===== config.mk =====
export PLATFORM = sky130hd
export DESIGN_NAME = branch_unit
export DESIGN_NICKNAME = d
export VERILOG_FILES = /design/src/rtl/branch_pkg.sv /design/src/rtl/branch_bht.sv /design/src/rtl/branch_unit.sv
export SDC_FILE = /design/constraint.sdc
export NUM_CORES = 1
export LEC_CHECK = 0
export ABC_AREA = 1
export BUFFER_PORTS_ARGS = -buffer_cell sky130_fd_sc_hd__buf_2
export CAP_MARGIN = 15
export CORE_MARGIN = 4
export CORE_UTILIZATION = 25
export CTS_BUF_LIST = sky130_fd_sc_hd__clkbuf_4 sky130_fd_sc_hd__clkbuf_8
export CTS_CLUSTER_DIAMETER = 30
export CTS_CLUSTER_SIZE = 24
export DETAILED_ROUTE_END_ITERATION = 10
export GPL_TIMING_DRIVEN = 1
export PLACE_DENSITY = 0.56
export REMOVE_ABC_BUFFERS = 1
export SLEW_MARGIN = 10
export SYNTH_ARGS = -nofsm -noshare
export SYNTH_HDL_FRONTEND = slang
export SYNTH_HIERARCHICAL = 1
export SYNTH_SLANG_ARGS = --single-unit
export TNS_END_PERCENT = 30

===== constraint.sdc =====
create_clock -name clk -period 2.1 [get_ports clk]
set_input_delay 0.105 -clock clk [delete_from_list [all_inputs] [get_ports clk]]
set_output_delay 0.105 -clock clk [all_outputs]
set_load 0.1 [all_outputs]

===== src/rtl/branch_pkg.sv =====
// -----------------------------------------------------------------------------
// branch_pkg
// Shared definitions for the ID-stage branch resolution unit.
//   - BR_* : branch condition codes carried on req_op
//   - CTR_*: 2-bit saturating predictor counter states
//   - br_eval(): condition evaluation from pre-computed operand flags, so the
//     function stays independent of the operand width
// -----------------------------------------------------------------------------
package branch_pkg;

    localparam logic [2:0] BR_NONE = 3'b000;  // never taken, never accepted
    localparam logic [2:0] BR_EQ   = 3'b001;  // a == b
    localparam logic [2:0] BR_NE   = 3'b010;  // a != b
    localparam logic [2:0] BR_GEZ  = 3'b011;  // a >= 0 (signed)
    localparam logic [2:0] BR_GTZ  = 3'b100;  // a >  0 (signed)
    localparam logic [2:0] BR_LEZ  = 3'b101;  // a <= 0 (signed)
    localparam logic [2:0] BR_LTZ  = 3'b110;  // a <  0 (signed)
    localparam logic [2:0] BR_JMP  = 3'b111;  // unconditional

    localparam logic [1:0] CTR_SNT = 2'b00;   // strongly not-taken
    localparam logic [1:0] CTR_WNT = 2'b01;   // weakly not-taken
    localparam logic [1:0] CTR_WT  = 2'b10;   // weakly taken
    localparam logic [1:0] CTR_ST  = 2'b11;   // strongly taken

    // a_neg is the operand sign bit and a_zero flags an all-zero operand;
    // together they give every signed compare against zero.
    function automatic logic br_eval(input logic [2:0] op,
                                     input logic       a_eq_b,
                                     input logic       a_neg,
                                     input logic       a_zero);
        logic r;
        r = 1'b0;
        case (op)
            BR_EQ:   r = a_eq_b;
            BR_NE:   r = !a_eq_b;
            BR_GEZ:  r = !a_neg;
            BR_GTZ:  r = !a_neg && !a_zero;
            BR_LEZ:  r = a_neg || a_zero;
            BR_LTZ:  r = a_neg;
            BR_JMP:  r = 1'b1;
            default: r = 1'b0;
        endcase
        return r;
    endfunction

endpackage


===== src/rtl/branch_bht.sv =====
// -----------------------------------------------------------------------------
// branch_bht
// DEPTH-entry table of 2-bit saturating counters.
// Ports:
//   clk, rst_n        clock / asynchronous active-low reset (entries -> WNT)
//   rd_idx, rd_ctr    combinational read port
//   we, wr_idx,       update port: on we, counter at wr_idx moves one step
//   wr_taken          toward taken (1) or not-taken (0), saturating
// A read of the entry being written returns the old value this cycle.
// -----------------------------------------------------------------------------
module branch_bht
    import branch_pkg::*;
#(
    parameter  int DEPTH = 16,
    localparam int IDXW  = $clog2(DEPTH)
) (
    input  logic            clk,
    input  logic            rst_n,
    input  logic [IDXW-1:0] rd_idx,
    output logic [1:0]      rd_ctr,
    input  logic            we,
    input  logic [IDXW-1:0] wr_idx,
    input  logic            wr_taken
);

    logic [1:0] ctr_q [DEPTH];
    logic [1:0] cur;

    assign cur    = ctr_q[wr_idx];
    assign rd_ctr = ctr_q[rd_idx];

    always_ff @(posedge clk or negedge rst_n) begin
        if (!rst_n) begin
            for (int i = 0; i < DEPTH; i++) begin
                ctr_q[i] <= CTR_WNT;
            end
        end else if (we) begin
            if (wr_taken && cur != CTR_ST) begin
                ctr_q[wr_idx] <= cur + 2'd1;
            end else if (!wr_taken && cur != CTR_SNT) begin
                ctr_q[wr_idx] <= cur - 2'd1;
            end
        end
    end

endmodule


===== src/rtl/branch_unit.sv =====
// -----------------------------------------------------------------------------
// branch_unit
// ID-stage branch resolution: signed condition evaluation, registered outcome,
// 2-bit counter prediction table and saturating statistics.
// Ports:
//   clk, rst_n                 clock / asynchronous active-low reset
//   lk_idx, lk_taken           IF lookup (combinational prediction)
//   en                         pipeline enable, 0 stalls all result/table state
//   req_valid, req_op, req_a,  resolve request from ID
//   req_b, req_idx, req_pred
//   res_valid, res_taken,      registered outcome, one cycle after accept
//   res_mispredict
//   stat_clr, stat_br,         statistics clear and saturating counts
//   stat_mis
// Handshake: there is no ready; a request is taken on any edge where
// req_valid && en && req_op != BR_NONE. res_valid is a one-cycle pulse per
// accept that holds (with res_taken/res_mispredict) while en is low.
// -----------------------------------------------------------------------------
module branch_unit
    import branch_pkg::*;
#(
    parameter  int WIDTH = 32,
    parameter  int DEPTH = 16,
    parameter  int CNTW  = 16,
    localparam int IDXW  = $clog2(DEPTH)
) (
    input  logic             clk,
    input  logic             rst_n,
    input  logic [IDXW-1:0]  lk_idx,
    output logic             lk_taken,
    input  logic             en,
    input  logic             req_valid,
    input  logic [2:0]       req_op,
    input  logic [WIDTH-1:0] req_a,
    input  logic [WIDTH-1:0] req_b,
    input  logic [IDXW-1:0]  req_idx,
    input  logic             req_pred,
    output logic             res_valid,
    output logic             res_taken,
    output logic             res_mispredict,
    input  logic             stat_clr,
    output logic [CNTW-1:0]  stat_br,
    output logic [CNTW-1:0]  stat_mis
);

    localparam logic [CNTW-1:0] STAT_MAX = {CNTW{1'b1}};

    logic       accept;
    logic       cond;
    logic       mis;
    logic       tbl_we;
    logic [1:0] lk_ctr;

    assign accept = req_valid && en && (req_op != BR_NONE);
    assign cond   = br_eval(req_op, req_a == req_b, req_a[WIDTH-1], req_a == '0);
    assign mis    = cond != req_pred;
    // Unconditional jumps carry no direction information for the predictor.
    assign tbl_we = accept && (req_op != BR_JMP);

    branch_bht #(
        .DEPTH(DEPTH)
    ) u_bht (
        .clk     (clk),
        .rst_n   (rst_n),
        .rd_idx  (lk_idx),
        .rd_ctr  (lk_ctr),
        .we      (tbl_we),
        .wr_idx  (req_idx),
        .wr_taken(cond)
    );

    assign lk_taken = lk_ctr[1];

    always_ff @(posedge clk or negedge rst_n) begin
        if (!rst_n) begin
            res_valid      <= 1'b0;
            res_taken      <= 1'b0;
            res_mispredict <= 1'b0;
        end else if (en) begin
            res_valid      <= accept;
            res_taken      <= accept && cond;
            res_mispredict <= accept && mis;
        end
    end

    // Clear takes priority over a same-cycle accept.
    always_ff @(posedge clk or negedge rst_n) begin
        if (!rst_n) begin
            stat_br  <= '0;
            stat_mis <= '0;
        end else if (stat_clr) begin
            stat_br  <= '0;
            stat_mis <= '0;
        end else if (accept) begin
            if (stat_br != STAT_MAX) begin
                stat_br <= stat_br + 1'b1;
            end
            if (mis && stat_mis != STAT_MAX) begin
                stat_mis <= stat_mis + 1'b1;
            end
        end
    end

endmodule


==> impl_metrics.yaml <==
setup_path:
  rrSetupSlack_ps: 30
  cp-start-kind: "flop"
  worstSetupEndpointType: "flop"
  required_ps: 2390
  critical_path_class: "flop to flop"
  cp.arrival_ps: 2360
  rr_worst_depth: 14
  path_max_fanout: 8
timing:
  period_share: 0.984
  slew_violations: 0
  fin_setup_tns_ps: 0
  tightest_slew_ps: 658
  slew_headroom: 0.559
  rsz0062_at_grt: "true"
  fin_crit_ps: 2070
  timing.hold.ws_ps: 31.1
  fmax_mhz: 484
  hold_viol: 0
  finClkSkew_ps: 12.4
  finalSetupViolations: 0
clock_network:
  tritoncts: "done"
  cts_sinks: 67
  cts_buffer_depth: 2
  cts_buffers: 9
  worstSkewPairLatency_ps: 350
  clockRootBuffer: "clkbuf_8"
  htree_levels: 3
  clk_pin_slew_worst_paths_ps: 80
run:
  timing.max_cap.violations: 0
route:
  wirelength_mm: 14.7
  drc: 0
  wl_per_cell_um: 13.2
  antenna_left: 0
  drt-pass1-iter-count: 5
  drtIter0Drc: 296
  vias_per_cell: 4.52
  vias: 5047
place:
  place_hpwl_mm: 11.2
  postPlaceCellArea_mm2: 0.00609
  gp_congestion: 0.850
  port_buffers: 116
cells_and_area:
  nFillCells: 1998
  post-route-util: 0.350
  regArea_mm2: 0.00170
  design_area_mm2: 0.00658
  syn2layout_area_growth_pct: 37.0
  multi_input_area_mm2: 0.00285
  drive_above_1_share: 0.347
  antennaDiodeCount: 0
  finalNetCount: 962
grt:
  grt_max_degree: 38
  antenna_found_initial: 2
  overflow: 0
  grtUsageTotal: 0.135
  grt_pass1_vias: 4736
  grt_first_pass_wirelength_mm: 23.8
floorplanning:
  rows: 50
  io_pins: 117
  die-height_um: 147
  fp.coreArea_mm2: 0.0188
  die_x_um: 147
  dieArea_mm2: 0.0215
  start_util: 0.256
min_path:
  hold_class: "input port to flop"
  holdCritStartpoint: "en"
  holdPathStages: 2
logic_synthesis:
  synth_cells: 698
  syn-cell-area_mm2: 0.00480
  ys_warn_count: 6
  avgSynthCellArea_um2: 6.87
power:
  vdd_ir_drop_max_uv: 280
  leakage_nw: 3.37
  power_density_mw_per_mm2: 621
run_status:
  outcome: "complete, no violations"
-- cell usage in the layout, fill, tap and decap left out, drive strengths merged, types with 12 or more instances in the layout --
cell	count
nand2	246
xnor2	27
xor2	12
o21ai	45
dfstp	16
nand3	41
nand4	21
dfrtp	51
a21oi	21
buf	184
nor2	73
inv	90
-- metal layers --
| layer | vias to the layer above | track usage | share of wire |
|---|---|---|---|
| met3 | 18 | 0.0372 | 0.052 |
| met1 | 2338 | 0.181 | 0.46 |
| li1 | 2578 | - | - |
| met4 | 4 | 0.0254 | 0.011 |
| met5 | - | 0 | 0.0021 |
| met2 | 109 | 0.219 | 0.48 |
-- per-stage QoR --
stage	setup slack (ps)	power, mW	instances
finish	33.3	4.08	1116
global route	-127	4.34	1116
CTS	0.154	4.01	1113
detailed placement	-108	2.73	1096
global placement	-148	2.73	1096
floorplan	-687	2.18	680
-- what timing repair did --
| action | CTS | global route |
|---|---|---|
| hold endpoints to repair | 24 | 0 |
| hold buffers | 1 | 0 |
| pin swaps | 0 | 17 |
| setup buffers | 0 | 2 |
| resized for setup | 6 | 64 |
| setup endpoints to repair | 17 | 56 |
| cloned | 0 | 1 |
-- area by class of cell --
class                           instances  area share
Multi-Input combinational cell        523       0.433
Clock buffer                           10      0.0209
Timing Repair Buffer                  186       0.178
Inverter                               90      0.0518
Tap cell                              234      0.0445
Clock inverter                          6      0.0135
Sequential cell                        67       0.258
-- worst max-delay path, stage by stage, from the launching register on --
cell and delay (ps):
dfstp_2 560, nand2_2 60, nand2_1 60, nand2_1 40
nand2_1 50, nand2_1 60, nand2_2 100, nor2_4 60
ha_4 160, o21ai_4 160, nand2_4 100, buf_12 190
nor3_4 230, or2_4 160, nand2_2 30
-- report_power, final --
part / internal, mW / switching (mW) / leakage, nW
logic: 0.521 / 0.706 / 2.42
registers: 1.50 / 0.0981 / 0.842
clock network: 0.701 / 0.554 / 0.108
total: 2.72 / 1.36 / 3.37
-- how the worst min path moves through the flow --
stage	endpoint	slack, ps
after global routing	res_mispredict	30
after global placement	u_bht/ctr_q[1]	130
after CTS	res_taken	20
after detailed placement	u_bht/ctr_q[1]	130
final	res_taken	30
after floorplan	res_mispredict	-190
Power figures use the tool's default switching activity.
